**src/rtl/collenda_vga_timing.sv**
```systemverilog
// ============================================================================
// Module   : collenda_vga_timing
// Purpose  : VGA 640x480@60 timing generator with registered, blanked colour
//            output. Optional bar test pattern under COLLENDA_TEST_PATTERN_EN.
// Revision : 1.0 - initial release
// ============================================================================
`default_nettype none

module collenda_vga_timing #(
    parameter int CLK_DIV  = 2,
    parameter int H_ACTIVE = 640,
    parameter int H_FP     = 16,
    parameter int H_SYNC   = 96,
    parameter int H_BP     = 48,
    parameter int V_ACTIVE = 480,
    parameter int V_FP     = 10,
    parameter int V_SYNC   = 2,
    parameter int V_BP     = 33
) (
    input  logic       clk_clk,
    input  logic       reset_reset,
    input  logic [2:0] color_r_in,
    input  logic [2:0] color_g_in,
    input  logic [2:0] color_b_in,
    input  logic       pattern_sel,
    output logic [9:0] pixel_x,
    output logic [9:0] pixel_y,
    output logic       pixel_req,
    output logic       frame_start,
    output logic [2:0] color_r_readdata,
    output logic [2:0] color_g_readdata,
    output logic [2:0] color_b_readdata,
    output logic       hsync_writeresponsevalid_n,
    output logic       vsync_writeresponsevalid_n,
    output logic       printtingscreen_writeresponsevalid_n
);

    localparam logic [3:0] c_DIV_LAST = 4'(CLK_DIV - 1);
    localparam logic [9:0] c_H_ACT    = 10'(H_ACTIVE);
    localparam logic [9:0] c_HS_START = 10'(H_ACTIVE + H_FP);
    localparam logic [9:0] c_HS_END   = 10'(H_ACTIVE + H_FP + H_SYNC);
    localparam logic [9:0] c_H_LAST   = 10'(H_ACTIVE + H_FP + H_SYNC + H_BP - 1);
    localparam logic [9:0] c_V_ACT    = 10'(V_ACTIVE);
    localparam logic [9:0] c_VS_START = 10'(V_ACTIVE + V_FP);
    localparam logic [9:0] c_VS_END   = 10'(V_ACTIVE + V_FP + V_SYNC);
    localparam logic [9:0] c_V_LAST   = 10'(V_ACTIVE + V_FP + V_SYNC + V_BP - 1);

    logic [3:0] div_q, div_d;
    logic [9:0] h_q, h_d;
    logic [9:0] v_q, v_d;
    logic [2:0] r_q, r_d, g_q, g_d, b_q, b_d;
    logic       hs_n_q, hs_n_d, vs_n_q, vs_n_d, de_q, de_d;
    logic       w_tick;
    logic [2:0] w_src_r, w_src_g, w_src_b;

    assign w_tick    = (div_q == c_DIV_LAST);
    assign pixel_x   = h_q;
    assign pixel_y   = v_q;
    assign pixel_req = (h_q < c_H_ACT) && (v_q < c_V_ACT);
    assign frame_start = w_tick && (h_q == 10'd0) && (v_q == 10'd0);

`ifdef COLLENDA_TEST_PATTERN_EN
    // Eight 80-pixel bars; bar index bits map directly onto full-scale r/g/b.
    logic [2:0] w_bar;
    assign w_bar = 3'(h_q / 10'd80);

    always_comb begin
        w_src_r = color_r_in;
        w_src_g = color_g_in;
        w_src_b = color_b_in;
        if (pattern_sel) begin
            w_src_r = w_bar[2] ? 3'd7 : 3'd0;
            w_src_g = w_bar[1] ? 3'd7 : 3'd0;
            w_src_b = w_bar[0] ? 3'd7 : 3'd0;
        end
    end
`else
    logic w_pattern_sel_unused;
    assign w_pattern_sel_unused = pattern_sel;

    always_comb begin
        w_src_r = color_r_in;
        w_src_g = color_g_in;
        w_src_b = color_b_in;
    end
`endif

    always_comb begin
        div_d  = w_tick ? 4'd0 : div_q + 4'd1;
        h_d    = h_q;
        v_d    = v_q;
        r_d    = r_q;
        g_d    = g_q;
        b_d    = b_q;
        hs_n_d = hs_n_q;
        vs_n_d = vs_n_q;
        de_d   = de_q;
        if (w_tick) begin
            if (h_q == c_H_LAST) begin
                h_d = 10'd0;
                v_d = (v_q == c_V_LAST) ? 10'd0 : v_q + 10'd1;
            end else begin
                h_d = h_q + 10'd1;
            end
            // Output stage captures the position being left, giving one tick of latency.
            r_d    = pixel_req ? w_src_r : 3'd0;
            g_d    = pixel_req ? w_src_g : 3'd0;
            b_d    = pixel_req ? w_src_b : 3'd0;
            hs_n_d = !((h_q >= c_HS_START) && (h_q < c_HS_END));
            vs_n_d = !((v_q >= c_VS_START) && (v_q < c_VS_END));
            de_d   = pixel_req;
        end
    end

    always_ff @(posedge clk_clk or posedge reset_reset) begin
        if (reset_reset) begin
            div_q  <= 4'd0;
            h_q    <= 10'd0;
            v_q    <= 10'd0;
            r_q    <= 3'd0;
            g_q    <= 3'd0;
            b_q    <= 3'd0;
            hs_n_q <= 1'b1;
            vs_n_q <= 1'b1;
            de_q   <= 1'b0;
        end else begin
            div_q  <= div_d;
            h_q    <= h_d;
            v_q    <= v_d;
            r_q    <= r_d;
            g_q    <= g_d;
            b_q    <= b_d;
            hs_n_q <= hs_n_d;
            vs_n_q <= vs_n_d;
            de_q   <= de_d;
        end
    end

    assign color_r_readdata                     = r_q;
    assign color_g_readdata                     = g_q;
    assign color_b_readdata                     = b_q;
    assign hsync_writeresponsevalid_n           = hs_n_q;
    assign vsync_writeresponsevalid_n           = vs_n_q;
    assign printtingscreen_writeresponsevalid_n = de_q;

endmodule

`default_nettype wire

```
**config.mk**
```make
export PLATFORM = sky130hd
export DESIGN_NAME = collenda_vga_timing
export DESIGN_NICKNAME = d
export VERILOG_FILES = /design/src/rtl/collenda_vga_timing.sv
export SDC_FILE = /design/constraint.sdc
export NUM_CORES = 1
export LEC_CHECK = 0
export CORE_UTILIZATION = 50
export DETAILED_ROUTE_END_ITERATION = 8
export PLACE_DENSITY = 0.83
export REMOVE_ABC_BUFFERS = 1
export SLEW_MARGIN = 20
export SYNTH_ARGS = -nofsm -noshare
export SYNTH_HDL_FRONTEND = slang
export SYNTH_SLANG_ARGS = --single-unit
```
**constraint.sdc**
```tcl
create_clock -name clk_clk -period 4.3 [get_ports clk_clk]
set_input_delay 0.86 -clock clk_clk [delete_from_list [all_inputs] [get_ports clk_clk]]
set_output_delay 0.86 -clock clk_clk [all_outputs]
set_load 0.02 [all_outputs]
```
==> results_dict.tcl, run 1 <==
set metrics [dict create \
    setup-tns-final_ns 0 \
    dieHeight_um 60.7 \
    ctsResizeCount 0 \
    cts_tree "done" \
    port_buffers 44 \
    path_class "reg -> out" \
    use_met1_pct 32.7 \
    cts_buffers 5 \
    cp-start-kind "flop" \
    crit_chain "inv_1 -> ha_1 -> nor4b_1 -> nand2_1 -> nor2_1 -> clkdlybuf4s50_1" \
    period_needed_ns 3.16 \
    dieWidth_um 60.7 \
    die_area_mm2 0.00368 \
    grt_util_met2_pct 40.5 \
    post_route_cells_drive_above_1_share_pct 8.70 \
    rr_startpoint "div_q[1]" \
    holdPathStages 1 \
    hp-class "reg -> reg" \
    gp_congestion 0.892 \
    post_cts_buffers 0 \
    path_max_fanout 6 \
    synth_cell_types 42 \
    hold_ws_ns 0.513 \
    worstHoldEndpoint "div_q[0]" \
    grt_use_met3_pct 7.89 \
    worst_pin_slew_ns 0.974 \
    dpl.cell_count 243 \
    grt_pass1_vias 1404 \
    busiest_layer "met2" \
    rsz0062_at_grt "no" \
    fin_skew_ns 0.00849 \
    pre_cts_slack_ns 1.52 \
    r2r_end "pixel_y[7]" \
    status "complete, no violations" \
    fin_crit_sh_pct 73.5 \
    dr.first_iter.drc_count 67 \
    cts.root.buffer_cell "clkbuf_4" \
    clock_path_buffers 2 \
    pin_count 46 \
    end_kind "output port" \
    syn_to_final_growth_pct 32.2 \
    slowest_delay_ns 0.61 \
    leakage_nw 0.999 \
    grt-ovfl-total 0 \
    clock_sinks 36 \
    detail-route-antenna-nets 0 \
    core_area_mm2 0.00315 \
    h-tree-depth 2 \
    dp_hpwl_um 2840 \
    maxCapViolCount 0 \
    synth_area_mm2 0.00172 \
    irDropWorstVdd_v 0.000141 \
    routed_via_density 5.69 \
    grt_antenna_before_repair 0 \
    power_density_mw_per_mm2 250 \
    cp.arrival_ns 2.30 \
    drcViolationCount 0 \
    grt_max_degree 27 \
    rr_worst_depth 4 \
    routed_wl_um 4050 \
    slowest_stage "clkdlybuf4s50_1" \
    regToRegSetupSlack_ns 1.69 \
    grt_pass1_wl_um 6660 \
    start_util_pct 54.6 \
    path_clk_slew_ns 0.10 \
    cp.required_ns 3.44 \
    first_pass_iters 4 \
    setup_violations 0 \
    synth-main-ff-cell "dfrtp_1" \
    fmax_ghz 0.317 \
    synth-seq-cells 36 \
    wl_per_cell_um 16.1 \
    hold_viol 0 \
    worst_slack_ns 1.14 \
    fp-row-count 20 \
    avgSynthCellArea_um2 10.9 \
    ys_seq_area_share_pct 52.5 \
    netlist_instances 158 \
    antennaDiodeCount 0 \
    hp-start "div_q[0]" \
    max-slew-margin-rel_pct 35.0 \
    cts_hold_buf 0 \
    stdcell_count 251 \
    yosys_warnings 0 \
    maxSlewViolCount 0 \
    grt_use_total_pct 25.7 \
    vias 1427 \
    clk_latency_ns 0.35 \
    synth_edf_count 0 \
    nets 222 \
    synthArstFlopShare_pct 100 \
]
-- cell usage in the layout, fill, tap and decap left out, types with 3 or more instances in the layout --
cell type        netlist  routed
nand4_1                7       7
nand2_1               10      10
a22o_1                 9       9
clkbuf_4               0       5
inv_1                  8       8
nor2_1                 8       8
xnor2_1               11      11
a31oi_1                4       4
dfrtp_1               34      34
o21ai_0                4       4
nor3_1                 3       3
clkdlybuf4s50_1        0      44
and3_1                 6       6
nand3_1                9       9
ha_1                   4       4
-- report_power, final --
part	leakage, nW	switching [mW]	total, mW	internal, mW
Combinational	0.506	0.0165	0.0352	0.0188
Clock	0.0380	0.110	0.188	0.0777
Sequential	0.456	0.00238	0.345	0.343
-- layer usage --
metal / wire length [um] / part of all wire, %
met5: 0 / 0
met4: 89 / 2.2
met3: 304 / 7.5
met2: 1840 / 46
met1: 1810 / 45
-- state kept, by name, summed over array words and instances (netlist names) --
register                              flops
pixel_x                                  10
color_b_readdata                          3
color_r_readdata                          3
pixel_y                                  10
printtingscreen_writeresponsevalid_n      1
color_g_readdata                          3
div_q                                     4
hsync_writeresponsevalid_n                1
vsync_writeresponsevalid_n                1
-- cells by family after synthesis --
group / synth area share (%)
buffers and inverters: 3.13
flip-flops: 52.5
adder cells (fa/ha/maj): 2.91
AO/OA/AOI/OAI: 11.6
multiplexers: 1.24
XOR/XNOR: 6.62
AND/OR/NAND/NOR: 22.0
-- metrics by stage --
| step | util (%) | area, um2 | power [mW] |
|---|---|---|---|
| floorplan | - | 1700 | 0.366 |
| global placement | 70.2 | 2210 | 0.386 |
| detailed placement | 70.2 | 2210 | 0.387 |
| CTS | 72.1 | 2270 | 0.578 |
| global route | 72.1 | 2270 | 0.593 |
| finish | 72.1 | 2270 | 0.568 |
-- cell usage after synthesis, drive strengths merged, types with 3 or more instances --
library cell | n | area share [%]
and3 | 6 | 2.2
nor2 | 8 | 1.7
a31oi | 4 | 1.5
ha | 4 | 2.9
nand3 | 9 | 2.6
nand4 | 7 | 2.5
a22o | 9 | 4.6
nand2 | 10 | 2.2
nor4 | 3 | 2.0
inv | 8 | 1.7
dfrtp | 34 | 49
clkbuf | 3 | 0.65
nor4b | 3 | 1.5
o21ai | 5 | 1.5
xnor2 | 11 | 5.6
nor3 | 3 | 0.87
-- layout make-up --
class	count	area, um2
Sequential cell	36	903
Fill cell	256	878
Inverter	8	30.0
Timing Repair Buffer	46	455
Tap cell	44	55.1
Clock buffer	6	51.3
Clock inverter	2	10.0
Multi-Input combinational cell	109	769
-- worst max-delay path by stage --
stage	cells past startpoint	start	endpoint
2_1_floorplan	3	div_q[1]	frame_start
3_3_place_gp	6	pixel_y[0]	frame_start
3_5_place_dp	6	pixel_y[0]	frame_start
4_1_cts	6	pixel_y[0]	frame_start
5_1_grt	6	pixel_y[0]	frame_start
6_report	6	pixel_y[1]	frame_start
-- critical path, delay by kind of cell, from the launching register on --
family | cells | cell delay, ns
DFF | 1 | 0.45
adders and majority gates | 1 | 0.15
and+or+nand+nor | 3 | 0.64
buffers and inverters | 2 | 0.71
No activity file was read; power rests on OpenSTA's default activity.
==> run 2, diff against run 1 <==
--- a/config.mk
+++ b/config.mk
@@ -5,9 +5,9 @@
 export SDC_FILE = /design/constraint.sdc
 export NUM_CORES = 1
 export LEC_CHECK = 0
-export CORE_UTILIZATION = 50
+export CORE_UTILIZATION = 48
 export DETAILED_ROUTE_END_ITERATION = 8
-export PLACE_DENSITY = 0.83
+export PLACE_DENSITY = 0.8
 export REMOVE_ABC_BUFFERS = 1
 export SLEW_MARGIN = 20
 export SYNTH_ARGS = -nofsm -noshare
==> constraint.sdc (replaced) <==
create_clock -name clk_clk -period 3 [get_ports clk_clk]
set_input_delay 0.6 -clock clk_clk [delete_from_list [all_inputs] [get_ports clk_clk]]
set_output_delay 0.6 -clock clk_clk [all_outputs]
set_load 0.02 [all_outputs]
==> run 2 against run 1 <==
Core utilization fell by 4.3 points. First-iteration DRC count fell by 7.5%. Global-route usage shrank 3.9 points. Count of clock-buffer cells in the layout is 1 higher. Die area is 4.0% higher. Design area rose by 1.1%. Sequential power grew 43%. Routed wire length decreased by 6.2%. Worst hold slack worse by 0.013 ns. Clock skew is 0.0017 ns lower. Cell count is 1.6% higher. Sequential share of layout area decreased by 0.43 points. Largest cell class unchanged. Largest power group unchanged.
==> results_dict.tcl, run 2 (same netlist as run 1, synthesis figures left out) <==
set metrics [dict create \
    grt_pass1_vias 1295 \
    syn_to_final_growth_pct 33.7 \
    antennaDiodeCount 0 \
    rsz0062_at_grt "no" \
    grt_use_total_pct 21.8 \
    fmax_ghz 0.358 \
    cp-start-kind "flop" \
    first_pass_iters 4 \
    cts_hold_buf 0 \
    dr.first_iter.drc_count 62 \
    gp_congestion 0.862 \
    cts.root.buffer_cell "clkbuf_4" \
    grt-ovfl-total 0 \
    fp-row-count 21 \
    hp-class "reg -> reg" \
    grt_antenna_before_repair 0 \
    cts_buffers 5 \
    setup_violations 0 \
    path_max_fanout 5 \
    status "complete, no violations" \
    nets 224 \
    cp.arrival_ns 2.19 \
    dieHeight_um 61.9 \
    leakage_nw 1.01 \
    max-slew-margin-rel_pct 58.6 \
    vias 1422 \
    clk_latency_ns 0.34 \
    drcViolationCount 0 \
    die_area_mm2 0.00383 \
    power_density_mw_per_mm2 357 \
    cp.required_ns 2.40 \
    end_kind "output port" \
    postLayoutCellArea_mm2 0.00230 \
    maxSlewViolCount 0 \
    fin_crit_sh_pct 93.1 \
    dp_hpwl_um 2740 \
    post_route_cells_drive_above_1_share_pct 9.57 \
    fin_total_pwr_mw 0.821 \
    h-tree-depth 2 \
    cts_tree "done" \
    wl_per_cell_um 14.9 \
    dieWidth_um 61.9 \
    maxCapViolCount 0 \
    grt_pass1_wl_um 5900 \
    hold_viol 0 \
    fin_skew_ns 0.00677 \
    pin_count 46 \
    start_util_pct 50.8 \
    path_clk_slew_ns 0.11 \
    detail-route-antenna-nets 0 \
    clock_path_buffers 2 \
    setup-tns-final_ns 0 \
    routed_via_density 5.58 \
    worst_pin_slew_ns 0.616 \
    routed_wl_um 3800 \
    grt_max_degree 37 \
    period_needed_ns 2.79 \
    layout_commonest_cell "clkdlybuf4s50_1" \
    port_buffers 44 \
    core_area_mm2 0.00339 \
    irDropWorstVdd_v 0.000264 \
    layout_common_cells "clkdlybuf4s50_1 (44), dfrtp_1 (34), xnor2_1 (11), nand2_1 (10)" \
    path_class "reg -> out" \
    placed_area_mm2 0.00223 \
    clock_sinks 36 \
]
## run 2: cell types whose count changed in the layout (fill, tap and decap cells not counted)
| cell | before | now |
|---|---|---|
| clkbuf_1 | 0 | 1 |
| buf_4 | 2 | 4 |
| nor4b_1 | 2 | 1 |
| nor4b_2 | 1 | 2 |
| clkinv_2 | 2 | 0 |
| clkinvlp_4 | 0 | 1 |
## run 2: cell type report
cell class	count	area, um2
Clock buffer	7	55.1
Inverter	8	30.0
Timing Repair Buffer	48	470
Tap cell	46	57.6
Clock inverter	1	7.51
Multi-Input combinational cell	109	776
Sequential cell	36	903
Fill cell	269	1090
## run 2: per-stage QoR
step	util (%)	hold slack (ns)	setup slack, ns	cells
after CTS	67.7	0.506	0.0556	255
final	67.8	0.500	0.207	255
after detailed placement	65.8	0.481	0.458	247
after global placement	65.8	0.464	0.531	247
after global routing	67.8	0.527	0.0146	255
after floorplan	-	0.467	0.325	153
## run 2: path summary, 6_finish.rpt
| check | from | endpoint | slack [ns] | cells past startpoint |
|---|---|---|---|---|
| min reg2reg | printtingscreen_writeresponsevalid_n | printtingscreen_writeresponsevalid_n | 0.50 | 1 |
| min in group asynchronous | reset_reset | pixel_y[8] | 0.65 | 3 |
| max reg2reg | div_q[1] | pixel_y[6] | 0.74 | 4 |
| max in group asynchronous | reset_reset | vsync_writeresponsevalid_n | 2.01 | 3 |
| min | printtingscreen_writeresponsevalid_n | printtingscreen_writeresponsevalid_n | 0.50 | 1 |
| max | pixel_x[0] | frame_start | 0.21 | 6 |
## run 2: layer usage
| metal | vias to the layer above | wire [um] | global-route usage [%] |
|---|---|---|---|
| met1 | 704 | 1740 | 28.3 |
| li1 | 679 | - | - |
| met5 | - | 0 | 0 |
| met2 | 33 | 1850 | 33.9 |
| met4 | 0 | 69 | 11.1 |
| met3 | 6 | 137 | 5.38 |
## run 2: what timing repair did
action	CTS	global route
resized for setup	0	1
buffers inserted	0	0
setup endpoints to repair	0	1
## run 2: worst max-delay path: stages (launching register included)
cell	delay, ns
dfrtp_1	0.43
inv_1	0.09
ha_1	0.13
nor4b_1	0.31
nand4_1	0.16
nor2_1	0.12
clkdlybuf4s50_1	0.61
## run 2: power by group
group          switching [mW]  internal [mW]  leakage, nW
Clock                   0.162          0.115       0.0315
Sequential            0.00362          0.491        0.456
Combinational          0.0227         0.0269        0.520
Total                   0.188          0.633         1.01
==> run 3, diff against run 2 <==
--- a/config.mk
+++ b/config.mk
@@ -5,6 +5,7 @@
 export SDC_FILE = /design/constraint.sdc
 export NUM_CORES = 1
 export LEC_CHECK = 0
+export CORE_MARGIN = 2
 export CORE_UTILIZATION = 48
 export DETAILED_ROUTE_END_ITERATION = 8
 export PLACE_DENSITY = 0.8
==> run 3 against run 2 <==
Routed wire length grew 1.5%. Worst hold slack got worse by 0.0011 ns. Worst setup slack got worse by 0.0028 ns. Sequential cell count stayed put. Via count is 0.35% lower. Non-clock buffer count unchanged. Design area is 0.27% lower. First-iteration DRC count up 92%. Core utilization down 0.18 points. Clock skew increased by 0.0041 ns. Total power decreased by 3.2%. Sequential share of layout area is 0.11 points higher.
==> results_dict.tcl, run 3 (same netlist as run 1, synthesis figures left out) <==
set metrics [dict create \
    layout_common_cells "clkdlybuf4s50_1 (44), dfrtp_1 (34), xnor2_1 (11), nand2_1 (10)" \
    leakage_nw 1.01 \
    rsz0062_at_grt "no" \
    clock_sinks 36 \
    cts_hold_buf 0 \
    fin_skew_ns 0.0109 \
    status "complete, no violations" \
    grt_pass1_vias 1395 \
    die_area_mm2 0.00408 \
    irDropWorstVdd_v 0.000304 \
    cts_tree "done" \
    dieWidth_um 63.9 \
    end_kind "output port" \
    port_buffers 44 \
    crit_cells 6 \
    nets 224 \
    power_density_mw_per_mm2 347 \
    nFillCells 266 \
    cp.arrival_ns 2.20 \
    grt-ovfl-total 0 \
    start_util_pct 50.8 \
    regArea_um2 903 \
    hp-class "reg -> reg" \
    hold_ws_ns 0.499 \
    critPathBufInv 2 \
    drcViolationCount 0 \
    detail-route-antenna-nets 0 \
    grt_pass1_wl_um 6560 \
    post_route_cells_drive_above_1_share_pct 10.0 \
    fmax_ghz 0.358 \
    grt_max_degree 37 \
    cts_buffers 5 \
    ctsResizeCount 0 \
    wl_per_cell_um 15.1 \
    fin_crit_sh_pct 93.2 \
    worst_pin_slew_ns 0.607 \
    path_clk_slew_ns 0.10 \
    syn_to_final_growth_pct 33.3 \
    h-tree-depth 2 \
    vias 1417 \
    setup-tns-final_ns 0 \
    cp.required_ns 2.40 \
    crit_family "buffers and inverters" \
    grt_use_total_pct 21.1 \
    grt_antenna_before_repair 0 \
    crit_chain "inv_1 -> ha_1 -> nor4b_1 -> nand4_1 -> nor2_1 -> clkdlybuf4s50_1" \
    clk_latency_ns 0.34 \
    clock_path_buffers 2 \
    dr.first_iter.drc_count 119 \
    path_class "reg -> out" \
    multiInputGateArea_um2 776 \
    layout_commonest_cell "clkdlybuf4s50_1" \
    slowest_stage "clkdlybuf4s50_1" \
    setup_violations 0 \
    routed_wl_um 3850 \
    maxCapViolCount 0 \
    first_pass_iters 4 \
    slowest_delay_ns 0.61 \
    dp_hpwl_um 2870 \
    post_cts_buffers 0 \
    holdPathStages 1 \
    path_max_fanout 5 \
    fp-row-count 21 \
    hold_viol 0 \
    cts.root.buffer_cell "clkbuf_4" \
    gp_congestion 0.851 \
    rr_worst_depth 4 \
    period_needed_ns 2.80 \
    dieHeight_um 63.9 \
    pin_count 46 \
    core_area_mm2 0.00339 \
    max-slew-margin-rel_pct 59.2 \
    antennaDiodeCount 0 \
    routed_via_density 5.56 \
    maxSlewViolCount 0 \
    cp-start-kind "flop" \
]
==> run 3: changes by cell type in the layout (fill, tap and decap cells not counted), sizes merged <==
cell,change
clkinvlp,-1
clkbuf,-2
clkinv,+3
==> run 3: worst paths after layout <==
kind	startpoint	to	slack [ns]
hold reg to reg	printtingscreen_writeresponsevalid_n	printtingscreen_writeresponsevalid_n	0.50
min in group asynchronous	reset_reset	color_b_readdata[2]	0.64
max in group asynchronous	reset_reset	hsync_writeresponsevalid_n	2.01
setup / recovery	pixel_x[0]	frame_start	0.20
hold / removal	printtingscreen_writeresponsevalid_n	printtingscreen_writeresponsevalid_n	0.50
setup reg to reg	div_q[1]	pixel_y[6]	0.78
==> run 3: cell type report <==
cell class              count  share of cell area, %
inverters                   8                   1.31
flip-flops and latches     36                   39.4
multi-input cells         109                   33.8
repair buffers             48                   20.5
clock inverters             3                  0.818
well taps                  46                   2.51
clock buffers               5                   1.64
==> run 3: routing by layer <==
| metal | vias up | routed length [um] | track usage (%) |
|---|---|---|---|
| met4 | 0 | 59 | 9.51 |
| li1 | 679 | - | - |
| met3 | 4 | 206 | 5.63 |
| met1 | 690 | 1600 | 26.6 |
| met2 | 44 | 1980 | 34.0 |
| met5 | - | 0 | 0 |
==> run 3: power breakdown <==
group	internal, mW	switching, mW
registers	0.491	0.00344
logic	0.0269	0.0230
clock network	0.0899	0.160
total	0.608	0.187
==> run 3: metrics by stage <==
stage / std cells / power, mW / worst slack (ns) / instance area, um2 / utilization, %
after floorplan: 153 / 0.524 / 0.325 / 1700 / -
after global placement: 247 / 0.554 / 0.528 / 2230 / 65.8
after detailed placement: 247 / 0.555 / 0.437 / 2230 / 65.8
after CTS: 255 / 0.808 / 0.0332 / 2290 / 67.5
after global routing: 255 / 0.834 / 0.0588 / 2290 / 67.7
final: 255 / 0.795 / 0.204 / 2290 / 67.7
